`config.mk`:
```
export PLATFORM = sky130hd
export DESIGN_NAME = match_window_counter
export DESIGN_NICKNAME = d
export VERILOG_FILES = /design/src/rtl/match_window_counter.sv
export SDC_FILE = /design/constraint.sdc
export NUM_CORES = 1
export LEC_CHECK = 0
export BUFFER_PORTS_ARGS = -buffer_cell sky130_fd_sc_hd__buf_2
export CORE_ASPECT_RATIO = 2
export CORE_MARGIN = 3
export CORE_UTILIZATION = 30
export CTS_CLUSTER_DIAMETER = 40
export DETAILED_ROUTE_END_ITERATION = 8
export PLACE_DENSITY_LB_ADDON = 0.05
export SETUP_SLACK_MARGIN = 0.3
export SYNTH_ARGS = -nofsm -noshare
export SYNTH_HDL_FRONTEND = slang
export SYNTH_SLANG_ARGS = --single-unit
```
`constraint.sdc`:
```
create_clock -name clock -period 1.65 [get_ports clock]
set_input_delay 0.165 -clock clock [delete_from_list [all_inputs] [get_ports clock]]
set_output_delay 0.165 -clock clock [all_outputs]
set_load 0.01 [all_outputs]
```
`src/rtl/match_window_counter.sv`:
```
// rtl/match_window_counter.sv - saturating match total plus per-window match counts with valid/ready hand-off
//
// Counts the one-bit MATCH flag from pattern_detector1 while enabled. It keeps a
// saturating running total and a per-window count. Each completed window is
// offered to a reader over WIN_VALID/WIN_READY. Overrun and alarm flags are sticky.
//
// Build option: define MATCH_ALARM_EN to compile in the THRESH comparator and
// the ALARM register. Without it, ALARM is tied to 0.
//
// Ports:
//   clock      in   rising-edge clock
//   reset      in   synchronous active-high reset
//   EN         in   counting enable (IDLE <-> RUN)
//   MATCH      in   match flag, one count per sampled high RUN cycle
//   CLEAR      in   synchronous clear of TOTAL, ALARM, OVERRUN
//   WIN_READY  in   reader accepts the pending window result
//   TOTAL      out  saturating count of matches sampled in RUN
//   WIN_COUNT  out  match count of the most recently completed window
//   WIN_VALID  out  WIN_COUNT holds an unconsumed result
//   OVERRUN    out  sticky: a result was overwritten before acceptance
//   ALARM      out  sticky: some completed window reached THRESH
module match_window_counter #(
    parameter int CNT_WIDTH = 8,
    parameter int WIN_LEN   = 16,
    parameter int WIN_WIDTH = 5,
    parameter int THRESH    = 3
) (
    input  logic                 clock,
    input  logic                 reset,
    input  logic                 EN,
    input  logic                 MATCH,
    input  logic                 CLEAR,
    input  logic                 WIN_READY,
    output logic [CNT_WIDTH-1:0] TOTAL,
    output logic [WIN_WIDTH-1:0] WIN_COUNT,
    output logic                 WIN_VALID,
    output logic                 OVERRUN,
    output logic                 ALARM
);

    localparam int IDX_W = (WIN_LEN > 1) ? $clog2(WIN_LEN) : 1;
    localparam logic [IDX_W-1:0]     LAST_IDX  = IDX_W'(WIN_LEN - 1);
    localparam logic [CNT_WIDTH-1:0] TOTAL_MAX = '1;

    typedef enum logic {
        IDLE = 1'b0,
        RUN  = 1'b1
    } state_t;

    state_t               state;
    logic [IDX_W-1:0]     idx;
    logic [WIN_WIDTH-1:0] acc;

    // Accumulator including the current cycle's MATCH; only meaningful in RUN.
    logic [WIN_WIDTH-1:0] acc_next;
    logic                 completing;
    logic                 transfer;

    always_comb begin
        acc_next   = acc + {{(WIN_WIDTH-1){1'b0}}, MATCH};
        completing = (state == RUN) && EN && (idx == LAST_IDX);
        transfer   = WIN_VALID && WIN_READY;
    end

    always_ff @(posedge clock) begin
        if (reset) begin
            state     <= IDLE;
            idx       <= '0;
            acc       <= '0;
            TOTAL     <= '0;
            WIN_COUNT <= '0;
            WIN_VALID <= 1'b0;
            OVERRUN   <= 1'b0;
        end else begin
            // Running total: CLEAR beats a same-cycle match.
            if (CLEAR) begin
                TOTAL <= '0;
            end else if ((state == RUN) && EN && MATCH && (TOTAL != TOTAL_MAX)) begin
                TOTAL <= TOTAL + CNT_WIDTH'(1);
            end

            // Sticky overrun: the set below is written later so it wins over CLEAR.
            if (CLEAR) begin
                OVERRUN <= 1'b0;
            end

            // Handshake drop; a completion on the same edge re-asserts below.
            if (transfer) begin
                WIN_VALID <= 1'b0;
            end

            case (state)
                IDLE: begin
                    idx <= '0;
                    acc <= '0;
                    if (EN) begin
                        state <= RUN;
                    end
                end
                RUN: begin
                    if (!EN) begin
                        // Partial window is discarded.
                        state <= IDLE;
                        idx   <= '0;
                        acc   <= '0;
                    end else if (completing) begin
                        idx       <= '0;
                        acc       <= '0;
                        WIN_COUNT <= acc_next;
                        WIN_VALID <= 1'b1;
                        if (WIN_VALID && !WIN_READY) begin
                            OVERRUN <= 1'b1;
                        end
                    end else begin
                        idx <= idx + IDX_W'(1);
                        acc <= acc_next;
                    end
                end
                default: begin
                    state <= IDLE;
                    idx   <= '0;
                    acc   <= '0;
                end
            endcase
        end
    end

`ifdef MATCH_ALARM_EN
    localparam logic [WIN_WIDTH-1:0] THRESH_V = WIN_WIDTH'(THRESH);

    always_ff @(posedge clock) begin
        if (reset) begin
            ALARM <= 1'b0;
        end else if (completing && (acc_next >= THRESH_V)) begin
            ALARM <= 1'b1;
        end else if (CLEAR) begin
            ALARM <= 1'b0;
        end
    end
`else
    assign ALARM = 1'b0;
`endif

endmodule

```
==> results.md <==
- Worst reg2reg endpoint: TOTAL[3]
- Async set or reset register ratio after synthesis: 0
- Worst R2R Setup Slack: 360 ps
- Syn Nets: 126
- Final non-filler cell total: 184
- Clk sinks: 25
- Post-CTS setup repair buffer count: 0
- Die Span Y: 92.7 µm
- First-pass GRT wire length: 4330 µm
- Synthesized flop and latch total: 25
- TritonCTS clock tree: done
- Final setup violation count: 0
- Fin Clk Skew: 5.29 ps
- GPL Wtd Cong: 0.731
- Required @ worst endpoint: 1810 ps
- Crit path from: TOTAL[0]
- Detailed Place HPWL: 1990 µm
- Fin nets: 147
- I/O Buffers: 20
- Max Slew Vio Count: 0
- DRT antenna net count: 0
- RR Startpoint: TOTAL[0]
- Synth Warn #: 0
- Maximum VDD drop: 0.466 mV
- Syn Inst Count: 116
- Hold Crit Class: input pin to flop
- Clk_lat worst skew: 260 ps
- Avg Cell Area, Syn: 9.72 µm²
- Setup crit end: TOTAL[3]
- Die width: 49.3 µm
- Dpl cells: 180
- Fin util: 0.384
- Top FF cell, synth: dfxtp_1
- CP Class: flop to flop
- Die area: 0.00457 mm²
- Gr ovfl total: 0
- Synth top area cells: dfxtp_1 44%, a21oi_1 4.4%, ha_1 4.4%, nand3_1 4.0%, mux2i_1 2.7%
- CP arrival: 1440 ps
- F_max: 778 MHz
- Post-synth top area share: 0.444
- Count of cell types in the netlist: 37
- Area Overhead vs Synth: 18.9%
- Post-route clock period utilization: 0.779
- RSZ-0062 raised after global routing: false
- Pwr Density: 748 mW/mm²
- Post-synth EDFFs: 0
- Source of the worst hold timing path: CLEAR
- Drt wl/cell: 13.9 µm
- Period minus WS final: 1290 ps
- Leak: 0.000523 µW
- Drt drc: 0
- TritonRoute pass-1 iters: 4
- CP Max Fanout: 6
- Via count: 934
- Total GRT Usage: 0.122
- Ports: 22
- Clock buffer depth: 2
- Vias in the first global route: 892
- CP Launch Type: flop
- Clk pin slew, worst setup/hold paths: 80 ps
- # diodes: 0
- CTS Root Cell: clkbuf_8
- Routed Wire Length: 2560 µm
- Power Total: 1000 µW
- Cell taking the most area after synthesis: dfxtp_1
- Status: finished clean
- CTS buffer count: 3
- WHS: 136 ps
- Setup TNS: 0 ps
- Crit end category: flop
- R2R depth: 4
- Mapped Area: 0.00113 mm²
- Largest net degree at the start of global routing: 16
- FP Rows: 30
- CORE AREA: 0.00349 mm²
- Initial antenna violation count: 0
- Via density per instance: 5.08
- # H-tree levels: 1
- Initial Util: 0.323
- Maxcap violations: 0
- Final Hold Fails: 0
- Layout cells sized above 1: 0.309
- Initial DRC Count: 19
- Seq/Total Area, Yosys: 0.444
## final cells by class
class / count / area (µm²)
sequential: 25 / 500
fill: 378 / 2150
tap: 48 / 60.1
multi-input combinational: 85 / 619
timing repair buffer: 22 / 115
clock buffer: 4 / 45.0
## power breakdown
group / total [µW] / leakage [µW] / internal (µW) / switching, µW
Sequential: 609 / 0.000202 / 606 / 3.06
Clock: 352 / 0.0000228 / 172 / 180
Combinational: 41.9 / 0.000299 / 14.9 / 27.0
Total: 1000 / 0.000523 / 793 / 210
## critical path, stage by stage (launching register included)
cell     delay [ps]
dfxtp_1         390
buf_4           140
and4_1          330
nand3_1         110
o211a_1         210
## synth_stat cells, drive strengths merged (2+ instances only)
cell	n
nand2	7
or3	4
buf	5
mux2i	3
xnor2	2
nor2	6
and4	4
nor3	2
and3	4
nand2b	2
a311oi	3
a21oi	10
o21ai	3
ha	4
nor2b	2
dfxtp	25
and2	4
xor2	3
nand3	9
nand4	3
## registers in the layout, indices dropped and copies added, names as in the netlist
register,count
acc,5
OVERRUN,1
TOTAL,8
WIN_COUNT,5
idx,4
WIN_VALID,1
state,1
## worst min path at each step
stage / end / cells past startpoint
after floorplan: TOTAL[6] / 1
after global placement: TOTAL[6] / 2
after detailed placement: TOTAL[6] / 2
after CTS: TOTAL[6] / 2
after global routing: TOTAL[6] / 2
final: TOTAL[6] / 2
## metrics by stage
stage	area, µm²	setup slack (ps)
after CTS	1310	305
after global placement	1260	269
after detailed placement	1260	234
after global routing	1340	307
final	1340	365
after floorplan	1130	393
## cells in the final DEF (no fill, tap or decap), drive strengths merged
cell	count
clkbuf	4
nand3	9
a31oi	1
nand2b	2
a31o	1
a311oi	3
and4	4
and2	4
mux2i	3
a41oi	1
a211oi	1
dfxtp	25
nand4	3
buf	22
conb	1
o211a	1
and4b	1
a21oi	10
nor2b	2
nor2	6
or3	4
and3b	1
and3	4
nor4	1
o21ai	3
a21o	1
nand2	7
nor3	2
ha	4
xor2	3
xnor2	2
## logic make-up (layout without fill, tap and decap cells)
| family | count (synthesis) | count (layout) | share of synthesized area |
|---|---|---|---|
| simple gates | 50 | 50 | 0.265 |
| flops | 25 | 25 | 0.444 |
| compound gates | 22 | 22 | 0.137 |
| buf+inv | 6 | 26 | 0.0411 |
| xor+xnor | 5 | 5 | 0.0389 |
| fa+ha+maj | 4 | 4 | 0.0444 |
| mux | 3 | 3 | 0.0266 |
| other cells | 1 | 1 | 0.00333 |
## repair_timing
action,CTS,global route
hold buffers,0,0
pin swaps,0,2
endpoints found under the setup margin,12,14
gates resized for setup,2,8
## per-layer routing
metal	routed length [µm]	up-vias	track usage
li1	-	470	-
met1	1000	448	0.128
met5	0	-	0
met3	78	2	0.0209
met2	1450	14	0.232
met4	26	0	0.0499
(Power assumes the default switching activity.)
